**src/rtl/uv_i2c_pkg.sv**
```systemverilog
// Shared I2C definitions: target FSM states and bus-level constants
// common to the controller and target.
package uv_i2c_pkg;
   typedef enum logic [3:0] {
      ST_IDLE, ST_ADDR, ST_ADDR_ACK, ST_WR_DATA, ST_WR_ACK,
      ST_RD_LOAD, ST_RD_DATA, ST_RD_ACK, ST_IGNORE
   } slv_state_e;

   localparam logic       I2C_ACK  = 1'b0;
   localparam logic       I2C_NACK = 1'b1;
   localparam int         RW_BIT   = 0;
   // Bit counter milestones: last data bit, ACK slot, ACK slot finished
   localparam logic [3:0] LAST_BIT = 4'd7;
   localparam logic [3:0] ACK_SLOT = 4'd8;
   localparam logic [3:0] ACK_DONE = 4'd9;
endpackage

```
**src/rtl/uv_i2c_slv_sync.sv**
```systemverilog
// SCL/SDA synchronizer with edge and START/STOP detection.
module uv_i2c_slv_sync #(
   parameter int SYNC_STG = 2
) (
   input  logic clk,
   input  logic rst,
   input  logic i_scl,
   input  logic i_sda,
   output logic o_sda,
   output logic o_scl_rise,
   output logic o_scl_fall,
   output logic o_start,
   output logic o_stop
);
   logic [SYNC_STG-1:0] r_scl_sync, r_sda_sync;
   logic                r_scl_d, r_sda_d;
   logic                w_scl;

   // Idle bus level is high, so reset everything to 1 to avoid false edges
   always_ff @(posedge clk or posedge rst) begin
      if (rst) begin
         r_scl_sync <= '1;
         r_sda_sync <= '1;
         r_scl_d    <= 1'b1;
         r_sda_d    <= 1'b1;
      end else begin
         r_scl_sync <= {r_scl_sync[SYNC_STG-2:0], i_scl};
         r_sda_sync <= {r_sda_sync[SYNC_STG-2:0], i_sda};
         r_scl_d    <= w_scl;
         r_sda_d    <= o_sda;
      end
   end

   assign w_scl      = r_scl_sync[SYNC_STG-1];
   assign o_sda      = r_sda_sync[SYNC_STG-1];
   assign o_scl_rise = w_scl & ~r_scl_d;
   assign o_scl_fall = ~w_scl & r_scl_d;
   assign o_start    = w_scl & r_scl_d & r_sda_d & ~o_sda;
   assign o_stop     = w_scl & r_scl_d & ~r_sda_d & o_sda;
endmodule

```
**src/rtl/uv_i2c_slv.sv**
```systemverilog
// I2C target: address match, byte-wide rx/tx handshake, clock stretching.
module uv_i2c_slv
   import uv_i2c_pkg::*;
#(
   parameter logic [6:0] SLV_ADDR = 7'h50,
   parameter int         SYNC_STG = 2
) (
   input  logic       clk,
   input  logic       rst,
   input  logic       i2c_scl_in,
   output logic       i2c_scl_out,
   output logic       i2c_scl_oen,
   input  logic       i2c_sda_in,
   output logic       i2c_sda_out,
   output logic       i2c_sda_oen,
   output logic       rx_vld,
   input  logic       rx_rdy,
   output logic [7:0] rx_data,
   output logic       rx_first,
   input  logic       tx_vld,
   output logic       tx_rdy,
   input  logic [7:0] tx_data,
   output logic       bus_busy,
   output logic       evt_start,
   output logic       evt_stop,
   output logic       addr_hit,
   output logic       i2c_read_mode
);
   slv_state_e r_state, w_state_nxt;
   logic       w_sda, w_scl_rise, w_scl_fall, w_start, w_stop;
   logic [3:0] r_bitcnt;
   logic [7:0] r_shift, r_rx_data;
   logic       r_sda_oen, r_scl_oen, r_rx_vld, r_rx_first, r_first_pend;
   logic       r_pend, r_stall, r_tx_rdy, r_busy, r_evt_start, r_evt_stop;
   logic       r_addr_hit, r_read_mode;
   logic       w_loadable, w_addr_ok;

   uv_i2c_slv_sync #(.SYNC_STG(SYNC_STG)) u_sync (
      .clk(clk), .rst(rst), .i_scl(i2c_scl_in), .i_sda(i2c_sda_in),
      .o_sda(w_sda), .o_scl_rise(w_scl_rise), .o_scl_fall(w_scl_fall),
      .o_start(w_start), .o_stop(w_stop)
   );

   assign w_loadable = ~r_rx_vld | rx_rdy;
   assign w_addr_ok  = (r_shift[6:0] == SLV_ADDR);

   always_ff @(posedge clk or posedge rst) begin
      if (rst) r_state <= ST_IDLE;
      else     r_state <= w_state_nxt;
   end

   always_comb begin
      w_state_nxt = r_state;
      if (w_start)     w_state_nxt = ST_ADDR;
      else if (w_stop) w_state_nxt = ST_IDLE;
      else begin
         case (r_state)
            ST_ADDR:     if (w_scl_rise && r_bitcnt == LAST_BIT)
                            w_state_nxt = w_addr_ok ? ST_ADDR_ACK : ST_IGNORE;
            ST_ADDR_ACK: if (w_scl_fall && r_bitcnt == ACK_DONE)
                            w_state_nxt = r_read_mode ? ST_RD_LOAD : ST_WR_DATA;
            ST_WR_DATA:  if (w_scl_rise && r_bitcnt == LAST_BIT) w_state_nxt = ST_WR_ACK;
            ST_WR_ACK:   if (w_scl_fall && r_bitcnt == ACK_DONE) w_state_nxt = ST_WR_DATA;
            ST_RD_LOAD:  if (tx_vld) w_state_nxt = ST_RD_DATA;
            ST_RD_DATA:  if (w_scl_fall && r_bitcnt == LAST_BIT) w_state_nxt = ST_RD_ACK;
            ST_RD_ACK:   if (w_scl_fall)
                            w_state_nxt = (r_shift[0] == I2C_NACK) ? ST_IGNORE : ST_RD_LOAD;
            default:     w_state_nxt = r_state;
         endcase
      end
   end

   always_ff @(posedge clk or posedge rst) begin
      if (rst) begin
         r_bitcnt <= '0;  r_shift <= '0;  r_rx_data <= '0;
         r_sda_oen <= 1'b1;  r_scl_oen <= 1'b1;
         r_rx_vld <= 1'b0;  r_rx_first <= 1'b0;  r_first_pend <= 1'b0;
         r_pend <= 1'b0;  r_stall <= 1'b0;  r_tx_rdy <= 1'b0;  r_busy <= 1'b0;
         r_evt_start <= 1'b0;  r_evt_stop <= 1'b0;
         r_addr_hit <= 1'b0;  r_read_mode <= 1'b0;
      end else begin
         r_evt_start <= w_start;
         r_evt_stop  <= w_stop;
         r_addr_hit  <= 1'b0;
         r_tx_rdy    <= 1'b0;
         if (rx_rdy) r_rx_vld <= 1'b0;
         if (w_start || w_stop) begin
            r_sda_oen <= 1'b1;  r_scl_oen <= 1'b1;
            r_bitcnt  <= '0;    r_pend    <= 1'b0;  r_stall <= 1'b0;
            r_busy    <= w_start;
         end else begin
            case (r_state)
               ST_ADDR: if (w_scl_rise) begin
                  r_shift  <= {r_shift[6:0], w_sda};
                  r_bitcnt <= r_bitcnt + 4'd1;
                  if (r_bitcnt == LAST_BIT && w_addr_ok) begin
                     r_addr_hit   <= 1'b1;
                     r_read_mode  <= w_sda;
                     r_first_pend <= 1'b1;
                  end
               end
               ST_ADDR_ACK: if (w_scl_fall) begin
                  if (r_bitcnt == ACK_SLOT) begin
                     r_sda_oen <= I2C_ACK;
                     r_bitcnt  <= ACK_DONE;
                  end else begin
                     r_sda_oen <= 1'b1;
                     r_bitcnt  <= '0;
                     r_scl_oen <= ~r_read_mode;
                  end
               end
               ST_WR_DATA: if (w_scl_rise) begin
                  r_shift  <= {r_shift[6:0], w_sda};
                  r_bitcnt <= r_bitcnt + 4'd1;
                  if (r_bitcnt == LAST_BIT) begin
                     if (w_loadable) begin
                        r_rx_data    <= {r_shift[6:0], w_sda};
                        r_rx_vld     <= 1'b1;
                        r_rx_first   <= r_first_pend;
                        r_first_pend <= 1'b0;
                     end else r_pend <= 1'b1;
                  end
               end
               ST_WR_ACK: begin
                  if (r_pend && w_loadable) begin
                     r_rx_data    <= r_shift;
                     r_rx_vld     <= 1'b1;
                     r_rx_first   <= r_first_pend;
                     r_first_pend <= 1'b0;
                     r_pend       <= 1'b0;
                  end
                  // Hold SCL low from the 8th falling edge until the byte lands
                  if (r_bitcnt == ACK_SLOT && (w_scl_fall || r_stall)) begin
                     if (r_pend && !w_loadable) begin
                        r_scl_oen <= 1'b0;
                        r_stall   <= 1'b1;
                     end else begin
                        r_sda_oen <= I2C_ACK;
                        r_scl_oen <= 1'b1;
                        r_stall   <= 1'b0;
                        r_bitcnt  <= ACK_DONE;
                     end
                  end else if (r_bitcnt == ACK_DONE && w_scl_fall) begin
                     r_sda_oen <= 1'b1;
                     r_bitcnt  <= '0;
                  end
               end
               ST_RD_LOAD: begin
                  if (tx_vld) begin
                     r_shift   <= tx_data;
                     r_tx_rdy  <= 1'b1;
                     r_sda_oen <= tx_data[7];
                     r_scl_oen <= 1'b1;
                     r_bitcnt  <= '0;
                  end else r_scl_oen <= 1'b0;
               end
               ST_RD_DATA: if (w_scl_fall) begin
                  r_bitcnt <= r_bitcnt + 4'd1;
                  if (r_bitcnt == LAST_BIT) r_sda_oen <= 1'b1;
                  else begin
                     r_shift   <= {r_shift[6:0], 1'b0};
                     r_sda_oen <= r_shift[6];
                  end
               end
               ST_RD_ACK: begin
                  if (w_scl_rise) r_shift[RW_BIT] <= w_sda;
                  if (w_scl_fall) begin
                     r_bitcnt <= '0;
                     if (r_shift[0] == I2C_ACK) r_scl_oen <= 1'b0;
                  end
               end
               default: ;
            endcase
         end
      end
   end

   assign i2c_scl_out   = 1'b0;
   assign i2c_sda_out   = 1'b0;
   assign i2c_scl_oen   = r_scl_oen;
   assign i2c_sda_oen   = r_sda_oen;
   assign rx_vld        = r_rx_vld;
   assign rx_data       = r_rx_data;
   assign rx_first      = r_rx_first;
   assign tx_rdy        = r_tx_rdy;
   assign bus_busy      = r_busy;
   assign evt_start     = r_evt_start;
   assign evt_stop      = r_evt_stop;
   assign addr_hit      = r_addr_hit;
   assign i2c_read_mode = r_read_mode;
endmodule

```
**config.mk**
```make
export PLATFORM = sky130hd
export DESIGN_NAME = uv_i2c_slv
export DESIGN_NICKNAME = d
export VERILOG_FILES = /design/src/rtl/uv_i2c_pkg.sv /design/src/rtl/uv_i2c_slv_sync.sv /design/src/rtl/uv_i2c_slv.sv
export SDC_FILE = /design/constraint.sdc
export NUM_CORES = 1
export LEC_CHECK = 0
export CAP_MARGIN = 10
export CORE_ASPECT_RATIO = 0.6
export CORE_MARGIN = 2
export CORE_UTILIZATION = 41
export CTS_CLUSTER_DIAMETER = 100
export DETAILED_ROUTE_END_ITERATION = 10
export PLACE_DENSITY = 0.6
export SYNTH_ARGS = -nofsm -noshare
export SYNTH_HDL_FRONTEND = slang
export SYNTH_SLANG_ARGS = --single-unit
```
**constraint.sdc**
```tcl
create_clock -name clk -period 2 [get_ports clk]
set_input_delay 0.2 -clock clk [delete_from_list [all_inputs] [get_ports clk]]
set_output_delay 0.2 -clock clk [all_outputs]
set_load 0.03 [all_outputs]
```
Yosys cells after proc, flatten, opt, wreduce, memory -nomap -nowiden --
Index checks and enable logic that the tools add are counted.
Storage, ports and cells: output and inout port bits 20, word-level logic and storage cells 203, bits in registers 43, bits of input ports 14
Cells by class: eq/ne operators 43, bitwise gates (word level) 15, reduce and logical (&&, ||, !) cells 33, muxes and demuxes 89, add/sub/neg operators 1
Operators with widths (number):
- $mux W4 | 21
- $mux W8 | 8
- $mux W1 | 48
- $ne A4 B4 Y1 const B | 9
- $ne A3 B3 Y1 const B | 11
- $pmux W4 S7 | 1
- $pmux W4 S6 | 1
- $reduce_and A6 Y1 | 4
- $reduce_and A8 Y1 | 3
- $pmux W7 S3 | 1
- $eq A4 B3 Y1 const B | 5
- $ne A2 B2 Y1 const B | 10
- $pmux W8 S2 | 1
- $pmux W1 S4 | 3
- $reduce_bool A5 Y1 | 2
- $reduce_bool A3 Y1 | 3
- $reduce_bool A9 Y1 | 1
- $eq A4 B2 Y1 const B | 2
- $eq A4 B4 Y1 const B | 2
- $and A1 B1 Y1 | 7
- $eq A7 B7 Y1 const B | 1
- $logic_and A1 B1 Y1 | 7
- $not A1 Y1 | 7
- $reduce_and A7 Y1 | 1
- 17 further kinds | 22

Depth between registers and ports, before layout --
depth after elaboration 8, mapped depth 8, gate-level depth less buffers 7

Modules after synthesis --
A second synthesis with hierarchy kept.
Unflattened totals: cell total of the unflattened synthesis 280, area, all modules 2533.7 um^2
By module, submodules not included:
- uv_i2c_slv | seq. area each 928.4 um^2, times used 1, cells each 269, area each 2339.7 um^2
- uv_i2c_slv_sync | seq. area each 157.7 um^2, times used 1, cells each 11, area each 193.9 um^2

Worst setup path after synthesis --
OpenSTA, ideal clock, no wires.
path kind register -> register, from register u_sync.r_scl_d, to register r_shift[0], stages on the path, launching flop included 7, required time 1872 ps, buffers on the path 1, period minus slack after synthesis 1855 ps, slack 145 ps, library setup time 128 ps, arrival time 1728 ps, cell sequence dfstp_2 nor2b_1 buf_2 a21boi_4 a211oi_4 o311ai_1 mux2_1
On the way: word-level cells in the longest chain between the ends 6, elaborated cells between the ends (all ways) 14, classes of those cells eq/ne: 3; bitwise: 9; reduce/logical: 2
RTL lines:
- from (decl) | RTL line uv_i2c_slv_sync.sv:16 | logic r_scl_d, r_sda_d;
- from (signal assigned) | RTL line uv_i2c_slv_sync.sv:29 | r_scl_d <= w_scl;
- $and A1 B1 Y1 | RTL line uv_i2c_slv_sync.sv:38, uv_i2c_slv_sync.sv:39
- $and A1 B1 Y1 (on tied branches) (2 in series) | RTL line uv_i2c_slv_sync.sv:38, uv_i2c_slv_sync.sv:39
- $logic_or A1 B1 Y1 | RTL line uv_i2c_slv.sv:87 | if (w_start || w_stop) begin
- $not A1 Y1 (no line)
- $reduce_and A7 Y1 (no line) (*)
- to (signal assigned) | RTL line uv_i2c_slv.sv:94 | r_shift <= {r_shift[6:0], w_sda};
- to (signal assigned) | RTL line uv_i2c_slv.sv:113 | r_shift <= {r_shift[6:0], w_sda};
- to (signal assigned) | RTL line uv_i2c_slv.sv:150 | r_shift <= tx_data;
- to (decl) | RTL line uv_i2c_slv.sv:32 | logic [7:0] r_shift, r_rx_data;
Mark *: on every way between the ends. The rest lies on a longest branch, timed or not. A chain may end at the register's enable or synchronous reset.

Worst setup path in the final report --
from register r_bitcnt[1], to register r_scl_oen (netlist: i2c_scl_oen)
On the way: word-level cells in the longest chain between the ends 4, elaborated cells between the ends (all ways) 5, classes of those cells eq/ne: 3; reduce/logical: 2
RTL lines:
- from (decl) | RTL line uv_i2c_slv.sv:31 | logic [3:0] r_bitcnt;
- from (signal assigned) | RTL line uv_i2c_slv.sv:95 | r_bitcnt <= r_bitcnt + 4'd1;
- from (signal assigned) | RTL line uv_i2c_slv.sv:114 | r_bitcnt <= r_bitcnt + 4'd1;
- from (signal assigned) | RTL line uv_i2c_slv.sv:158 | r_bitcnt <= r_bitcnt + 4'd1;
- $eq A4 B4 Y1 (*) | RTL line uv_i2c_slv.sv:103, uv_i2c_slv.sv:133
- $logic_and A1 B1 Y1 | RTL line uv_i2c_slv.sv:133 | if (r_bitcnt == ACK_SLOT && (w_scl_fall || r_stall)) begin
- $ne A3 B3 Y1 (no line)
- $reduce_and A6 Y1 (no line) (*)
- to (signal assigned) | RTL line uv_i2c_slv.sv:109 | r_scl_oen <= ~r_read_mode;
- to (decl) | RTL line uv_i2c_slv.sv:33 | logic r_sda_oen, r_scl_oen, r_rx_vld, r_rx_first, r_first_pend;
Marked as above.

==> impl_metrics.ini <==
[floorplan]
rows = 22
chipWidth_um = 108.5
die_y_um = 66.67
top_level_ports = 34
dieArea_um2 = 7230
start_util_pct = 43.14
core_area_um2 = 6221

[sta]
period_minus_slack_ps = 1939
hold_ws_ps = 297.0
fin_skew_ps = 12.43
max_freq_ghz = 0.5157
max_slew_margin_pct = 64.30
setup-tns-final_ps = 0
tightest_slew_ps = 535.5
hold_viol_final = 0
finalCritPeriodShare_pct = 96.96
setup_violations = 0
drv_slew = 0

[pwr]
power-per-cell-area_nw_per_um2 = 910.2
ir_drop_v = 0.0004946
leakagePower_nw = 1.454

[placed_design]
hpwl_um = 5341
dp_cells = 417
place_area_um2 = 3252
gp_congestion = 0.8974
port_buffers = 31

[global_route]
grt_max_degree = 44
antenna_found_initial = 0
grt_use_met1_pct = 32.99
grt_use_met3_pct = 5.675
grt_pass1_vias = 2255
grt_pass1_wl_um = 11920
grt_use_total_pct = 21.65
grt-ovfl-total = 0
grt_use_met2_pct = 30.63
grt-busiest-layer = met1

[synthesis]
synth-edff-count = 0
syn_area_um2 = 2684
seq_area_frac_synth_pct = 40.47
postSynthCellCount = 287
syn_area_per_cell_um2 = 9.351
ys.flop_type = dfrtp_1
synth.distinct_cells = 65
yosysTopAreaCellShare_pct = 32.63
synth_seq_cells = 43
yosys-top-cells-area = dfrtp_1 (33%), dfstp_2 (7.8%), nand2_1 (5.2%)
async_flop_share_pct = 100.0
yosysTopAreaCell = dfrtp_1
ys_warn_count = 0

[setup_path]
worst_r2r_startpoint = r_bitcnt[1]$_DFFE_PP0P_
arrival_ps = 2170
crit_path_max_incr_delay_ps = 420
r2r_cells = 7
end_kind = register
worst-setup-path-type = register to register
r2r_end = i2c_scl_oen$_DFFE_PP1P_
worst_setup_path_start_kind = register
cp_cell_sequence = inv_1, ha_1, nand3b_1, or3b_4, a221oi_4, nand4_1, a2bb2oi_1
worst-r2r-setup-slack_ps = 60
crit_family = simple AND/OR/NAND/NOR gates
cp_slowest_cell = or3b_4
cp.required_ps = 2230
path_buf_inv = 1
critPathMaxFanout = 5

[cts]
cts-root-buf = clkbuf_8
cts_tree = built
htreeDepth = 2
ctsHoldBuffers = 0
cts_buffers = 5
clkLatencyLatePin_ps = 300
cts_max_path_buffers = 2
clkSinkCount = 43
clk_pin_slew_worst_paths_ps = 90

[flow_run]
maxCapViolCount = 0

[min_path]
min_to = u_sync.r_scl_sync[0]$_DFF_PP1_
whs_path_depth = 1
min_path_type = primary input to register
min_from = i2c_scl_in

[routing]
vias_per_cell = 5.480
dr.first_iter.drc_count = 159
drc = 0
antenna_left = 0
firstDrtPassIters = 4
routed_wl_um = 7140
via_count = 2351
wl_per_cell_um = 16.64

[final_layout]
fin_util_pct = 55.63
drive_gt1_share_pct = 23.77
final_common_cell = nand2_1
final_cell_mix = nand2_1 (37), buf_4 (33), dfrtp_1 (32)
stdcell_count = 429
area_growth_pct = 28.95
nets = 361
finalInstanceArea_um2 = 3461
diodes = 0

[run_status]
outcome = finished, final reports clean
## cell type report
cell class,count,area [um^2]
Fill cell,558,2760
Multi-Input combinational cell,219,1536
Sequential cell,43,1090
Timing Repair Buffer,67,600.6
Tap cell,84,105.1
Clock buffer,6,82.58
Inverter,8,30.03
Clock inverter,2,16.27
## flip-flops by register name, indices dropped and copies added (netlist names), 2 cells and up
signal             cells
r_shift                8
rx_data                8
r_bitcnt               4
r_state                4
u_sync.r_scl_sync      2
u_sync.r_sda_sync      2
## timing repair
| action | 4_1_cts | 5_1_grt |
|---|---|---|
| setup buffers | 0 | 4 |
| hold endpoints to repair | 0 | 0 |
| resized for setup | 1 | 14 |
| setup endpoints to repair | 1 | 27 |
| pin swaps | 0 | 5 |
## cells by family (layout without fill, tap and decap cells)
kind of cell / count (synthesis) / count (layout) / synth area share [%]
DFF: 43 / 43 / 40.47
other: 1 / 2 / 0.1397
xor gates and xnor gates: 1 / 1 / 0.3264
muxes: 14 / 14 / 6.993
and+or+nand+nor: 116 / 116 / 22.47
adders and majority gates: 3 / 3 / 1.399
buffers and inverters: 26 / 83 / 4.522
AOI/OAI and AO/OA: 83 / 83 / 23.68
## cell usage after synthesis, types with 3 or more instances
master / number
nand2_1: 37
nor2b_1: 6
a21oi_1: 20
or3_1: 4
nor2_1: 21
o22ai_1: 9
buf_4: 3
dfstp_2: 8
dfrtp_1: 35
mux2_4: 9
buf_2: 10
clkbuf_1: 4
nand2b_1: 9
o211ai_1: 3
o21bai_1: 4
nand4_1: 3
o21ai_0: 9
mux2i_1: 3
inv_1: 8
ha_1: 3
nor3_1: 4
nand3b_1: 6
nor3b_1: 3
nand3_1: 9
a2bb2oi_1: 8
## routing by layer
metal,up-vias,part of all wire [%]
met1,1102,51
met2,90,40
li1,1155,-
met4,0,0.32
met3,4,8.1
met5,-,0
## worst reg2reg max path: stages (launching register included)
cell and delay [ps]:
dfrtp_1 370, inv_1 90, ha_1 210, nand3b_1 210
or3b_4 420, a221oi_4 270, nand4_1 140, a2bb2oi_1 160
## metrics by stage
stage	worst slack [ps]	power, mW
after floorplan	144.9	2.077
after global placement	-13.88	2.515
after detailed placement	-27.98	2.519
after CTS	9.867	3.142
after global routing	-6.612	3.352
final	60.75	3.150
## power by group
part | switching [mW] | leakage [nW] | internal [mW]
Clock | 0.322 | 0.0474 | 0.282
Combinational | 0.648 | 0.874 | 0.628
Sequential | 0.202 | 0.533 | 1.07
Total | 1.17 | 1.45 | 1.98
## how the worst max path moves through the flow
stage                                   from                 endpoint  cells after the start
detailed placement   r_bitcnt[0]$_DFFE_PP0P_  i2c_scl_oen$_DFFE_PP1P_                      7
floorplan           u_sync.r_scl_d$_DFF_PP1_   r_shift[0]$_DFFE_PP0P_                      6
global route         r_bitcnt[1]$_DFFE_PP0P_  i2c_scl_oen$_DFFE_PP1P_                      7
global placement      r_state[2]$_DFFE_PP0P_  r_bitcnt[2]$_DFFE_PP0P_                      6
CTS                   r_state[2]$_DFFE_PP0P_  r_bitcnt[2]$_DFFE_PP0P_                      6
finish               r_bitcnt[1]$_DFFE_PP0P_  i2c_scl_oen$_DFFE_PP1P_                      7
Power figures use the tool's default switching activity.
